--- src/rtl/regfile_pkg.sv ---
// Shared types and default geometry for the parametrised register file.
package regfile_pkg;

  localparam int DEF_DATA_W = 8;
  localparam int DEF_ADDR_W = 3;

  typedef enum logic [1:0] {
    ST_IDLE  = 2'b00,
    ST_CLEAR = 2'b01,
    ST_DONE  = 2'b10
  } clr_state_e;

endpackage

--- src/rtl/regfile_if.sv ---
// Register-file access bus: one write port, two read ports and clear handshake.
interface regfile_if #(
  parameter int DATA_W = regfile_pkg::DEF_DATA_W,
  parameter int ADDR_W = regfile_pkg::DEF_ADDR_W
);

  logic              load;
  logic [ADDR_W-1:0] ds;
  logic [DATA_W-1:0] ddata;
  logic [ADDR_W-1:0] sa;
  logic [ADDR_W-1:0] sb;
  logic [DATA_W-1:0] adata;
  logic [DATA_W-1:0] bdata;
  logic              avalid;
  logic              bvalid;
  logic              clr_req;
  logic              busy;
  logic              clr_done;
  logic              wr_rej;

  modport master (
    output load, ds, ddata, sa, sb, clr_req,
    input  adata, bdata, avalid, bvalid, busy, clr_done, wr_rej
  );

  modport slave (
    input  load, ds, ddata, sa, sb, clr_req,
    output adata, bdata, avalid, bvalid, busy, clr_done, wr_rej
  );

endinterface

--- src/rtl/regfile_clr_fsm.sv ---
// Clear sequencer: walks every entry once, one per cycle, then pulses done.
module regfile_clr_fsm
  import regfile_pkg::*;
#(
  parameter int ADDR_W = DEF_ADDR_W
) (
  input  logic              clk_i,
  input  logic              rst_i,
  input  logic              clr_req_i,
  output logic              busy_o,
  output logic              clr_done_o,
  output logic              clr_en_o,
  output logic [ADDR_W-1:0] clr_addr_o
);

  localparam logic [ADDR_W-1:0] LAST_ADDR = {ADDR_W{1'b1}};
  localparam logic [ADDR_W-1:0] ADDR_ONE  = ADDR_W'(1'b1);

  clr_state_e        state_q;
  clr_state_e        state_d;
  logic [ADDR_W-1:0] cnt_q;
  logic [ADDR_W-1:0] cnt_d;
  logic              busy_q;
  logic              busy_d;
  logic              done_q;
  logic              done_d;

  // Next-state, counter and clear-strobe decode.
  always_comb begin
    state_d  = state_q;
    cnt_d    = cnt_q;
    clr_en_o = 1'b0;
    case (state_q)
      ST_IDLE: begin
        if (clr_req_i) begin
          state_d = ST_CLEAR;
          cnt_d   = {ADDR_W{1'b0}};
        end else begin
          state_d = ST_IDLE;
        end
      end
      ST_CLEAR: begin
        clr_en_o = 1'b1;
        // Wraps naturally in ADDR_W bits after the last entry.
        cnt_d    = cnt_q + ADDR_ONE;
        if (cnt_q == LAST_ADDR) begin
          state_d = ST_DONE;
        end else begin
          state_d = ST_CLEAR;
        end
      end
      ST_DONE: begin
        state_d = ST_IDLE;
      end
      default: begin
        state_d = ST_IDLE;
        cnt_d   = {ADDR_W{1'b0}};
      end
    endcase
    busy_d = (state_d != ST_IDLE);
    done_d = (state_d == ST_DONE);
  end

  // State, counter and handshake flops; reset abandons any clear in flight.
  always_ff @(posedge clk_i) begin
    if (rst_i) begin
      state_q <= ST_IDLE;
      cnt_q   <= {ADDR_W{1'b0}};
      busy_q  <= 1'b0;
      done_q  <= 1'b0;
    end else begin
      state_q <= state_d;
      cnt_q   <= cnt_d;
      busy_q  <= busy_d;
      done_q  <= done_d;
    end
  end

  assign busy_o     = busy_q;
  assign clr_done_o = done_q;
  assign clr_addr_o = cnt_q;

endmodule

--- src/rtl/regfile_param.sv ---
// Parametrised 2-read/1-write register file with valid tracking and clear engine.
// Define REGFILE_BYPASS_EN to forward an accepted write to matching read ports.
module regfile_param
  import regfile_pkg::*;
#(
  parameter int DATA_W = DEF_DATA_W,
  parameter int ADDR_W = DEF_ADDR_W
) (
  input logic     clk,
  input logic     rst,
  regfile_if.slave bus
);

  localparam int DEPTH = 2 ** ADDR_W;

  logic [DATA_W-1:0] mem_q [DEPTH];
  logic [DEPTH-1:0]  valid_q;

  logic              busy_s;
  logic              clr_en_s;
  logic [ADDR_W-1:0] clr_addr_s;
  logic              wr_en_s;
  logic              byp_a_s;
  logic              byp_b_s;

  regfile_clr_fsm #(
    .ADDR_W (ADDR_W)
  ) u_clr_fsm (
    .clk_i      (clk),
    .rst_i      (rst),
    .clr_req_i  (bus.clr_req),
    .busy_o     (busy_s),
    .clr_done_o (bus.clr_done),
    .clr_en_o   (clr_en_s),
    .clr_addr_o (clr_addr_s)
  );

  assign wr_en_s    = bus.load & ~busy_s;
  assign bus.busy   = busy_s;
  assign bus.wr_rej = bus.load & busy_s;

`ifdef REGFILE_BYPASS_EN
  assign byp_a_s = wr_en_s & (bus.ds == bus.sa);
  assign byp_b_s = wr_en_s & (bus.ds == bus.sb);
`else
  assign byp_a_s = 1'b0;
  assign byp_b_s = 1'b0;
`endif

  // Storage and valid bits; the clear engine and user writes never overlap.
  always_ff @(posedge clk) begin
    if (rst) begin
      for (int i = 0; i < DEPTH; i++) begin
        mem_q[i] <= {DATA_W{1'b0}};
      end
      valid_q <= {DEPTH{1'b0}};
    end else if (clr_en_s) begin
      mem_q[clr_addr_s]   <= {DATA_W{1'b0}};
      valid_q[clr_addr_s] <= 1'b0;
    end else if (wr_en_s) begin
      mem_q[bus.ds]   <= bus.ddata;
      valid_q[bus.ds] <= 1'b1;
    end
  end

  // Combinational read ports with optional same-cycle forwarding.
  always_comb begin
    if (byp_a_s) begin
      bus.adata  = bus.ddata;
      bus.avalid = 1'b1;
    end else begin
      bus.adata  = mem_q[bus.sa];
      bus.avalid = valid_q[bus.sa];
    end
    if (byp_b_s) begin
      bus.bdata  = bus.ddata;
      bus.bvalid = 1'b1;
    end else begin
      bus.bdata  = mem_q[bus.sb];
      bus.bvalid = valid_q[bus.sb];
    end
  end

endmodule

--- src/flat_wrapper.sv ---
// flat-port wrapper written by rule: the top's interface ports become plain ports
module regfile_param_flat import regfile_pkg::*;
#(
  parameter int DATA_W = DEF_DATA_W,
  parameter int ADDR_W = DEF_ADDR_W
)
  (clk, rst, bus_load, bus_ds, bus_ddata, bus_sa, bus_sb, bus_clr_req, bus_adata, bus_bdata, bus_avalid, bus_bvalid, bus_busy, bus_clr_done, bus_wr_rej);
  regfile_if #(.DATA_W(DATA_W), .ADDR_W(ADDR_W)) bus_i ();
  input logic clk;
  input logic rst;
  input wire logic [$bits(bus_i.load)-1:0] bus_load;
  input wire logic [$bits(bus_i.ds)-1:0] bus_ds;
  input wire logic [$bits(bus_i.ddata)-1:0] bus_ddata;
  input wire logic [$bits(bus_i.sa)-1:0] bus_sa;
  input wire logic [$bits(bus_i.sb)-1:0] bus_sb;
  input wire logic [$bits(bus_i.clr_req)-1:0] bus_clr_req;
  output wire logic [$bits(bus_i.adata)-1:0] bus_adata;
  output wire logic [$bits(bus_i.bdata)-1:0] bus_bdata;
  output wire logic [$bits(bus_i.avalid)-1:0] bus_avalid;
  output wire logic [$bits(bus_i.bvalid)-1:0] bus_bvalid;
  output wire logic [$bits(bus_i.busy)-1:0] bus_busy;
  output wire logic [$bits(bus_i.clr_done)-1:0] bus_clr_done;
  output wire logic [$bits(bus_i.wr_rej)-1:0] bus_wr_rej;
  assign bus_i.load = bus_load;
  assign bus_i.ds = bus_ds;
  assign bus_i.ddata = bus_ddata;
  assign bus_i.sa = bus_sa;
  assign bus_i.sb = bus_sb;
  assign bus_i.clr_req = bus_clr_req;
  assign bus_adata = bus_i.adata;
  assign bus_bdata = bus_i.bdata;
  assign bus_avalid = bus_i.avalid;
  assign bus_bvalid = bus_i.bvalid;
  assign bus_busy = bus_i.busy;
  assign bus_clr_done = bus_i.clr_done;
  assign bus_wr_rej = bus_i.wr_rej;
  regfile_param #(.DATA_W(DATA_W), .ADDR_W(ADDR_W)) u_core (.clk(clk), .rst(rst), .bus(bus_i));
endmodule
--- config.mk ---
export PLATFORM = sky130hd
export DESIGN_NAME = regfile_param_flat
export DESIGN_NICKNAME = d
export VERILOG_FILES = /design/src/rtl/regfile_pkg.sv /design/src/rtl/regfile_if.sv /design/src/rtl/regfile_clr_fsm.sv /design/src/rtl/regfile_param.sv /design/src/flat_wrapper.sv
export SDC_FILE = /design/constraint.sdc
export NUM_CORES = 1
export LEC_CHECK = 0
export CAP_MARGIN = 30
export CORE_ASPECT_RATIO = 0.75
export CORE_MARGIN = 2
export CORE_UTILIZATION = 38
export DETAILED_ROUTE_END_ITERATION = 16
export PLACE_DENSITY = 0.61
export SLEW_MARGIN = 20
export SYNTH_ARGS = -nofsm -noshare
export SYNTH_HDL_FRONTEND = slang
export SYNTH_SLANG_ARGS = --single-unit
--- constraint.sdc ---
create_clock -name clk -period 2.51 [get_ports clk]
set_input_delay 0.251 -clock clk [delete_from_list [all_inputs] [get_ports clk]]
set_output_delay 0.251 -clock clk [all_outputs]
set_load 0.005 [all_outputs]
# Word-level counts from Yosys, hierarchy flattened
# Memory sizes are Yosys's and may differ from the RTL's.
# Cells that the tools add are included.
dict set report word_totals {
  latchBits 0
  word_cells 64
  regBits 15
  mem_count 1
  romBits 0
  mem_bits_rw 64
  inputBits 21
  output_inout_bits 21
}
dict set report op_classes {
  n_mul 0
  n_shift 0
  n_eq_ne 5
  bitwise 7
  muxes 31
  reduce_logical 8
  magnitude_cmp 6
  div 0
  add_sub_neg 1
}
# memory words word_bits read_ports rd_ports_with_merged_regs wr line
set memory_table {}
lappend memory_table {u_core.mem_q 8 8 2 0 8 regfile_param.sv:16} ;# logic [DATA_W-1:0] mem_q [DEPTH];
# operator count
set ops {}
lappend ops {{$mux 8} 4}
lappend ops {{$mux 1} 17}
lappend ops {{$lt 3x4->1 const B} 4}
lappend ops {{$reduce_or 8->1} 2}
lappend ops {{$mux 3} 3}
lappend ops {{$pmux 3 s3} 1}
lappend ops {{$and 8x8->8} 1}
lappend ops {{$not 8->8} 1}
lappend ops {{$or 8x8->8} 1}
lappend ops {{$bmux 1 s3} 2}
lappend ops {{$demux 1 s3} 2}
lappend ops {{$ge 3x1->1 const B} 2}
lappend ops {{$eq 2x2->1 const B} 2}
lappend ops {{$pmux 2 s2} 1}
lappend ops {{$reduce_bool 2->1} 2}
lappend ops {{$add 3x1->3 const B} 1}
lappend ops {{$eq 3x3->1 const B} 1}
lappend ops {{$and 1x1->1} 2}
lappend ops {{$eq 2x1->1 const B} 1}
lappend ops {{$logic_and 1x1->1} 2}
lappend ops {{$logic_not 2->1} 1}
lappend ops {{$mux 2} 1}
lappend ops {{$ne 2x2->1 const B} 1}
lappend ops {{$not 1->1} 2}
lappend ops {{$reduce_and 2->1} 1}

# Depth between registers and ports, before layout
# Gate-level depths: netlist (run 1).
dict set report logic_depth {
  word_depth 8
  mapped_depth 6
  mapped_depth_nobuf 5
}

# Cells and area by module
# Synthesis (run 1) repeated with hierarchy kept, for this count alone.
dict set report unflattened {
  hier_cells 295
  area_unflattened_um2 4418.0
}
# module cells_each area_each_um2 instances
set by_module_without_submodules {}
lappend by_module_without_submodules {regfile_param 266 4105.2 1}
lappend by_module_without_submodules {regfile_clr_fsm 29 312.8 1}

# Least setup slack after synthesis (run 1)
# No wires, ideal clock.
dict set report synth_timing {
  path_type {register to register}
  start {register u_core.u_clr_fsm.state_q[0]}
  end {memory u_core.mem_q[4][0] in the netlist's numbering (enable)}
  path_buffers 2
  slack_ns 0.445
  stages_incl_launch_ff 7
  t_arrival_ns 1.690
  required_ns 2.135
  setup_ns 0.375
  cell_sequence {dfxtp_1 -> buf_6 -> nor2b_4 -> buf_6 -> nor4b_4 -> nor3b_1 -> a21oi_1}
}
# item line
set synth_lines {}
lappend synth_lines {{start: declaration} regfile_clr_fsm.sv:19} ;# clr_state_e state_q;
lappend synth_lines {{start signal: assignment} regfile_clr_fsm.sv:72} ;# state_q <= state_d;
lappend synth_lines {{end: declaration} regfile_param.sv:16}

# Worst setup path in the final report (run 1)
dict set report layout_timing {
  start {input port bus_sa[0]}
  end {output port bus_adata[3]}
}
dict set report layout_between {
  elab_chain_len 1
}
# item line
set layout_lines {}
lappend layout_lines {{start: declaration} flat_wrapper.sv:14} ;# input wire logic [$bits(bus_i.sa)-1:0] bus_sa;
lappend layout_lines {{$mem_v2 8x8} n/a}
lappend layout_lines {{end: declaration} flat_wrapper.sv:17} ;# output wire logic [$bits(bus_i.adata)-1:0] bus_adata;
# No other way between the ends.

==> results of run 1 <==
-- layout make-up --
type | instances | area, um^2
Tap cell | 140 | 175.2
Clock buffer | 11 | 232.7
Fill cell | 955 | 5665
Sequential cell | 79 | 2222
Timing Repair Buffer | 67 | 699.4
Multi-Input combinational cell | 208 | 1971
Inverter | 3 | 11.26
Clock inverter | 4 | 47.55
-- kinds of logic (layout without fill, tap and decap cells) --
group                      count (synthesis)  in the layout  share of synthesized area, %
buffers and inverters                     24             85                         3.206
adders and majority gates                  2              2                        0.5776
DFF                                       79             79                         51.30
and+or+nand+nor                          116            116                         16.38
AOI/OAI and AO/OA                         35             35                         4.910
muxes                                     55             55                         23.63
-- worst paths after layout --
check	cells past startpoint	slack (ps)	start	to
max	5	170	bus_sa[0]	bus_adata[3]
min	2	500	u_core.valid_q[7]$_SDFFE_PP0P_	u_core.valid_q[7]$_SDFFE_PP0P_
max reg2reg	5	590	u_core.u_clr_fsm.state_q[0]$_SDFF_PP0_	u_core.mem_q[6][6]$_SDFFCE_PN0P_
min reg2reg	2	500	u_core.valid_q[7]$_SDFFE_PP0P_	u_core.valid_q[7]$_SDFFE_PP0P_
-- per-layer routing --
metal  vias to the layer above  wire (um)
li1                       1333          -
met3                        13        770
met1                      1450       4706
met5                         -          0
met2                        93       5270
met4                         0        190
-- per-stage QoR --
| stage | util (%) | std cells | power [uW] | hold WS [ps] | TNS, ps |
|---|---|---|---|---|---|
| after floorplan | - | 311 | 1782 | 361.2 | 0 |
| after global placement | 45.47 | 494 | 1998 | 480.4 | -17.52 |
| after detailed placement | 45.53 | 495 | 2005 | 490.8 | -4.275 |
| after CTS | 48.36 | 511 | 3262 | 499.0 | 0 |
| after global routing | 48.61 | 512 | 3349 | 523.2 | 0 |
| final | 48.61 | 512 | 3246 | 501.3 | 0 |
-- power groups by stage --
stage	Sequential (uW)	Combinational (uW)	Clock, uW
floorplan	1520	262	0
global placement	1540	461	0
detailed placement	1540	465	0
CTS	1510	474	1280
global route	1520	508	1320
finish	1510	473	1260
-- flip-flops by register name, summed over array words and instances (netlist names) --
register,cells
u_core.u_clr_fsm.state_q,2
u_core.u_clr_fsm.clr_done_o,1
u_core.u_clr_fsm.busy_o,1
u_core.mem_q,64
u_core.u_clr_fsm.clr_addr_o,3
u_core.valid_q,8
-- what timing repair did --
action | in CTS | in global routing
cloned | 1 | 1
gates resized for setup | 1 | 1
endpoints found under the setup margin | 2 | 7
-- cell usage after synthesis, drive strengths merged (9+ instances only) --
| library cell | n | area share, % |
|---|---|---|
| dfxtp | 15 | 6.9 |
| clkbuf | 9 | 0.78 |
| mux2 | 18 | 4.7 |
| and3 | 32 | 4.6 |
| and2 | 17 | 2.5 |
| buf | 12 | 2.2 |
| nand2 | 15 | 1.3 |
| edfxtp | 64 | 44 |
| mux4 | 36 | 19 |
| nor2 | 23 | 2.0 |
| a21oi | 14 | 1.6 |
| o21ai | 9 | 1.0 |
-- worst reg2reg max path, stage by stage, from the launching register on --
cell and delay [ps]:
dfxtp_1 440, nor2b_4 350, nand2b_1 220, nor2b_1 230
a21oi_1 180, buf_4 210
==> summary.md, run 1 <==
| Metric | Value |
|---|---|
| CTS Sinks | `79` |
| Cells after Synth | `311` |
| Maximum vdd drop | `0.3843 mV` |
| Critical Path Sink Type | `primary output` |
| Commonest non-fill, non-tap cells in the layout | `edfxtp_1 (64), clkdlybuf4s50_1 (39), mux4_2 (36)` |
| Register bit count reported by yosys | `79` |
| Outcome | `finished clean` |
| RSZ-0062 raised after global routing | `false` |
| Max-cap violations | `0` |
| Sw Pwr | `746.3 uW` |
| Starting Density | `39.29%` |
| Worst-case clock buffer depth | `2` |
| Overall Global Routing Usage | `19.13%` |
| Vias in the first global route | `2950` |
| Internal power | `2499 uW` |
| Setup bufs post-CTS | `0` |
| Gate power share | `14.6%` |
| Top Usage Layer GRT | `met2` |
| Commonest non-fill, non-tap cell in the layout | `edfxtp_1` |
| Die Y | `96.46 um` |
| Die Span X | `127.3 um` |
| Via count | `2889` |
| Clock share of power | `38.8%` |
| Detail-routed via count per cell | `5.643` |
| GRT overflow | `0` |
| Number of CTS-inserted buffers | `9` |
| Final worst-path cycle share | `93.22%` |
| Area Overhead vs Synth | `23.71%` |
| # rows | `33` |
| Ratio of cells with drive above 1 in the final layout | `27.42%` |
| Post-Place Worst Slack | `-3.700 ps` |
| Min Clock Period, post-route | `2340 ps` |
| First-pass GRT wire length | `17.06 mm` |
| Cell area power density | `605.7 mW/mm^2` |
| CP max stage cell | `mux4_2` |
| Avg Cell Area, Syn | `13.93 um^2` |
| Core Area | `0.01102 mm^2` |
| Placed Area | `0.005020 mm^2` |
| Routed length per instance | `21.36 um` |
| Hold Crit Class | `reg -> reg` |
| Crit path launch type | `input pin` |
| Nets@finish | `391` |
| Synth cell types | `41` |
| CP top delay family | `buffers and inverters` |
| Switching power share of the total | `22.99%` |
| WL final | `10.94 mm` |
| Clk_skew | `9.347 ps` |
| Pin count of the biggest net entering global routing | `19` |
| Hpwl dp | `7.766 mm` |
| Leak | `0.002039 uW` |
| EDFF count, synth | `64` |
| Antenna Nets Post-Route | `0` |
| Met1 Use GR | `24.98%` |
| Root Buffer Master | `clkbuf_16` |
| Fmax | `427.4 MHz` |
| Mapped Area | `0.004332 mm^2` |
| Routability cong. | `0.8148` |
| CTS tree | `built` |
| Met3 Use GR | `3.910%` |
| Final Max Slew Viols | `0` |
| Syn. warnings | `0` |
| Mapped Nets | `334` |
| Max-slew headroom | `67.58%` |
| CP Data Required Time | `2260 ps` |
| 1st-pass router iterations | `4` |
| CP Class | `in -> out` |
| Final worst setup slack | `170.1 ps` |
| Final Hold Viols | `0` |
| Register area share after synthesis | `51.30%` |
| CP cell instances | `dlygate4sd2_1 -> bufbuf_16 -> mux4_2 -> mux2_2 -> clkdlybuf4s50_1` |
| Reg clk slew, reported paths | `50 ps` |
| Asr flop ratio synth | `0%` |
| H-tree levels | `3` |
| Worst skew pair latency | `340 ps` |
| Sequential fraction of design power | `46.6%` |
| Initial DRC Count | `250` |
| Worst-margin pin slew | `484.8 ps` |
| # setup viols final | `0` |
| Die footprint | `0.01228 mm^2` |
| Initial antenna violation count | `0` |
| Crit path arrival time | `2090 ps` |
| Met2 usage | `32.53%` |
| Io pins | `42` |
| IO buf count | `41` |
| Most used DFF post-synth | `edfxtp_1` |
| Final instance area | `0.005359 mm^2` |
| Crit path buffers/inverters | `3` |
| DRC | `0` |
| Max Fanout on Critical Path | `9` |
| Cts hold-fix bufs | `0` |
| Number of diodes | `0` |
| CP peak stage delay | `510 ps` |
No activity file was read; power rests on OpenSTA's default activity.
==> run 2, diff against run 1 <==
--- a/config.mk
+++ b/config.mk
@@ -7,7 +7,7 @@
 export LEC_CHECK = 0
 export CAP_MARGIN = 30
 export CORE_ASPECT_RATIO = 0.75
-export CORE_MARGIN = 2
+export CORE_MARGIN = 3
 export CORE_UTILIZATION = 38
 export DETAILED_ROUTE_END_ITERATION = 16
 export PLACE_DENSITY = 0.61
==> run 2 against run 1 <==
Net effect: clock power about the same; critical path depth unchanged; utilization grew 0.18 points; first-iteration DRC count up 4.4%; flip-flop and latch count did not move; critical endpoint is now bus_bdata[4]; largest cell class unchanged; highest routed layer unchanged.
==> summary.md, run 2 (synthesis gave the netlist of run 1 again) <==
| Metric | Value |
|---|---|
| Outcome | `finished clean` |
| Reg with most FFs | `u_core.mem_q` |
| Internal power | `2506 uW` |
| Final Max Slew Viols | `0` |
| Worst skew pair latency | `330 ps` |
| Routability cong. | `0.8188` |
| Hpwl dp | `7.612 mm` |
| # setup viols final | `0` |
| Cell area power density | `608.6 mW/mm^2` |
| GRT overflow | `0` |
| Die footprint | `0.01273 mm^2` |
| Min Clock Period, post-route | `2329 ps` |
| Commonest non-fill, non-tap cells in the layout | `edfxtp_1 (64), clkdlybuf4s50_1 (38), mux4_2 (36)` |
| Maximum vdd drop | `0.2791 mV` |
| H-tree levels | `3` |
| Ratio of cells with drive above 1 in the final layout | `27.42%` |
| Max FFs per register | `64` |
| Clock share of power | `39.4%` |
| Antenna Nets Post-Route | `0` |
| Nets@finish | `390` |
| Switching power share of the total | `23.43%` |
| Pin count of the biggest net entering global routing | `21` |
| Clk_skew | `7.382 ps` |
| Worst-case clock buffer depth | `2` |
| Via count | `2907` |
| Detail-routed via count per cell | `5.678` |
| Max-cap violations | `0` |
| Sequential fraction of design power | `46.2%` |
| WL final | `10.74 mm` |
| Initial antenna violation count | `0` |
| Root Buffer Master | `clkbuf_16` |
| # rows | `33` |
| Die Y | `98.46 um` |
| CP top delay family | `buffers and inverters` |
| Sw Pwr | `766.9 uW` |
| RSZ-0062 raised after global routing | `false` |
| Hold Crit Class | `reg -> reg` |
| CP max stage cell | `mux4_2` |
| Total power | `3273 uW` |
| CTS Sinks | `79` |
| Max Fanout on Critical Path | `9` |
| CP peak stage delay | `510 ps` |
| Initial DRC Count | `261` |
| Core Area | `0.01102 mm^2` |
| Number of diodes | `0` |
| Max-slew headroom | `66.17%` |
| Overall Global Routing Usage | `17.69%` |
| Vias in the first global route | `2992` |
| Final worst setup slack | `181.2 ps` |
| Top Usage Layer GRT | `met2` |
| DRC | `0` |
| CTS tree | `built` |
| First-pass GRT wire length | `16.84 mm` |
| Routed length per instance | `20.98 um` |
| Worst-margin pin slew | `504.4 ps` |
| Final Hold Viols | `0` |
| Final worst-path cycle share | `92.78%` |
| Commonest non-fill, non-tap cell in the layout | `edfxtp_1` |
| Io pins | `42` |
| Leak | `0.002047 uW` |
| 1st-pass router iterations | `4` |
| Gate power share | `14.4%` |
| CP Data Required Time | `2260 ps` |
| IO buf count | `41` |
| CP Class | `in -> out` |
| Crit path buffers/inverters | `3` |
| Die Span X | `129.3 um` |
| Met2 usage | `28.26%` |
| Crit path launch type | `input pin` |
| Crit path arrival time | `2080 ps` |
| Starting Density | `39.29%` |
| Post-Place Worst Slack | `-1.841 ps` |
| CP cell instances | `dlygate4sd2_1 -> bufbuf_16 -> mux4_2 -> mux2_2 -> clkdlybuf4s50_1` |
| Critical Path Sink Type | `primary output` |
| Area Overhead vs Synth | `24.18%` |
| Met1 Use GR | `24.69%` |
| Reg clk slew, reported paths | `60 ps` |
| Number of CTS-inserted buffers | `9` |
| Fmax | `429.4 MHz` |
| Met3 Use GR | `4.063%` |
==> run 2: changes by cell type in the layout (fill, tap and decap cells not counted), moves of 2 or more <==
cell,before,now
clkinv_4,0,2
clkbuf_1,2,0
clkinv_1,0,2
buf_4,20,18
clkinv_2,2,0
==> run 2: what timing repair did <==
| action | CTS | global route |
|---|---|---|
| gates resized for setup | 2 | 1 |
| cloned | 1 | 1 |
| setup buffers | 0 | 1 |
| setup endpoints to repair | 3 | 5 |
| hold buffers | 0 | 0 |
==> run 2: worst register-to-register path, cell delays in order, from the launching register on <==
cell and delay (ps):
dfxtp_1 440, nor2b_4 460, nand2b_1 250, nor2b_1 250, a21oi_1 170, buf_4 220
==> run 2: final cells by class <==
| class | instances | area, um^2 |
|---|---|---|
| inverter | 3 | 11.26 |
| timing repair buffer | 66 | 703.2 |
| clock buffer | 9 | 225.2 |
| tap | 140 | 175.2 |
| fill | 964 | 5645 |
| sequential | 79 | 2222 |
| multi-input combinational | 208 | 1971 |
| clock inverter | 7 | 71.32 |
==> run 2: path summary, 6_finish.rpt <==
kind              slack (ps)  cells after the start                                to                              startpoint
setup / recovery         180                      5                      bus_bdata[4]                               bus_sb[0]
hold / removal           500                      2    u_core.valid_q[0]$_SDFFE_PP0P_          u_core.valid_q[0]$_SDFFE_PP0P_
setup reg to reg         430                      5  u_core.mem_q[6][0]$_SDFFCE_PN0P_  u_core.u_clr_fsm.state_q[0]$_SDFF_PP0_
hold reg to reg          500                      2    u_core.valid_q[0]$_SDFFE_PP0P_          u_core.valid_q[0]$_SDFFE_PP0P_
==> run 2: per-stage QoR <==
| step | instance area (um^2) | hold WS, ps | utilization [%] | setup TNS (ps) | std cells |
|---|---|---|---|---|---|
| 2_1_floorplan | 4332 | 361.2 | - | 0 | 311 |
| 3_3_place_gp | 5010 | 476.1 | 45.44 | -12.08 | 492 |
| 3_5_place_dp | 5017 | 485.0 | 45.51 | -1.841 | 493 |
| 4_1_cts | 5344 | 492.8 | 48.47 | 0 | 510 |
| 5_1_grt | 5379 | 515.7 | 48.79 | 0 | 512 |
| 6_report | 5379 | 496.0 | 48.79 | 0 | 512 |
==> run 2: power by group through the flow <==
| stage | clock (uW) | combinational (uW) | sequential, uW |
|---|---|---|---|
| 2_1_floorplan | 0 | 262 | 1520 |
| 3_3_place_gp | 0 | 459 | 1540 |
| 3_5_place_dp | 0 | 463 | 1540 |
| 4_1_cts | 1310 | 471 | 1510 |
| 5_1_grt | 1360 | 506 | 1520 |
| 6_report | 1290 | 470 | 1510 |
==> run 2: routing by layer <==
layer  vias to the layer above  routed length, um
li1                       1332                  -
met1                      1466               4665
met2                        94               5202
met3                        15                728
met4                         0                144
met5                         -                  0
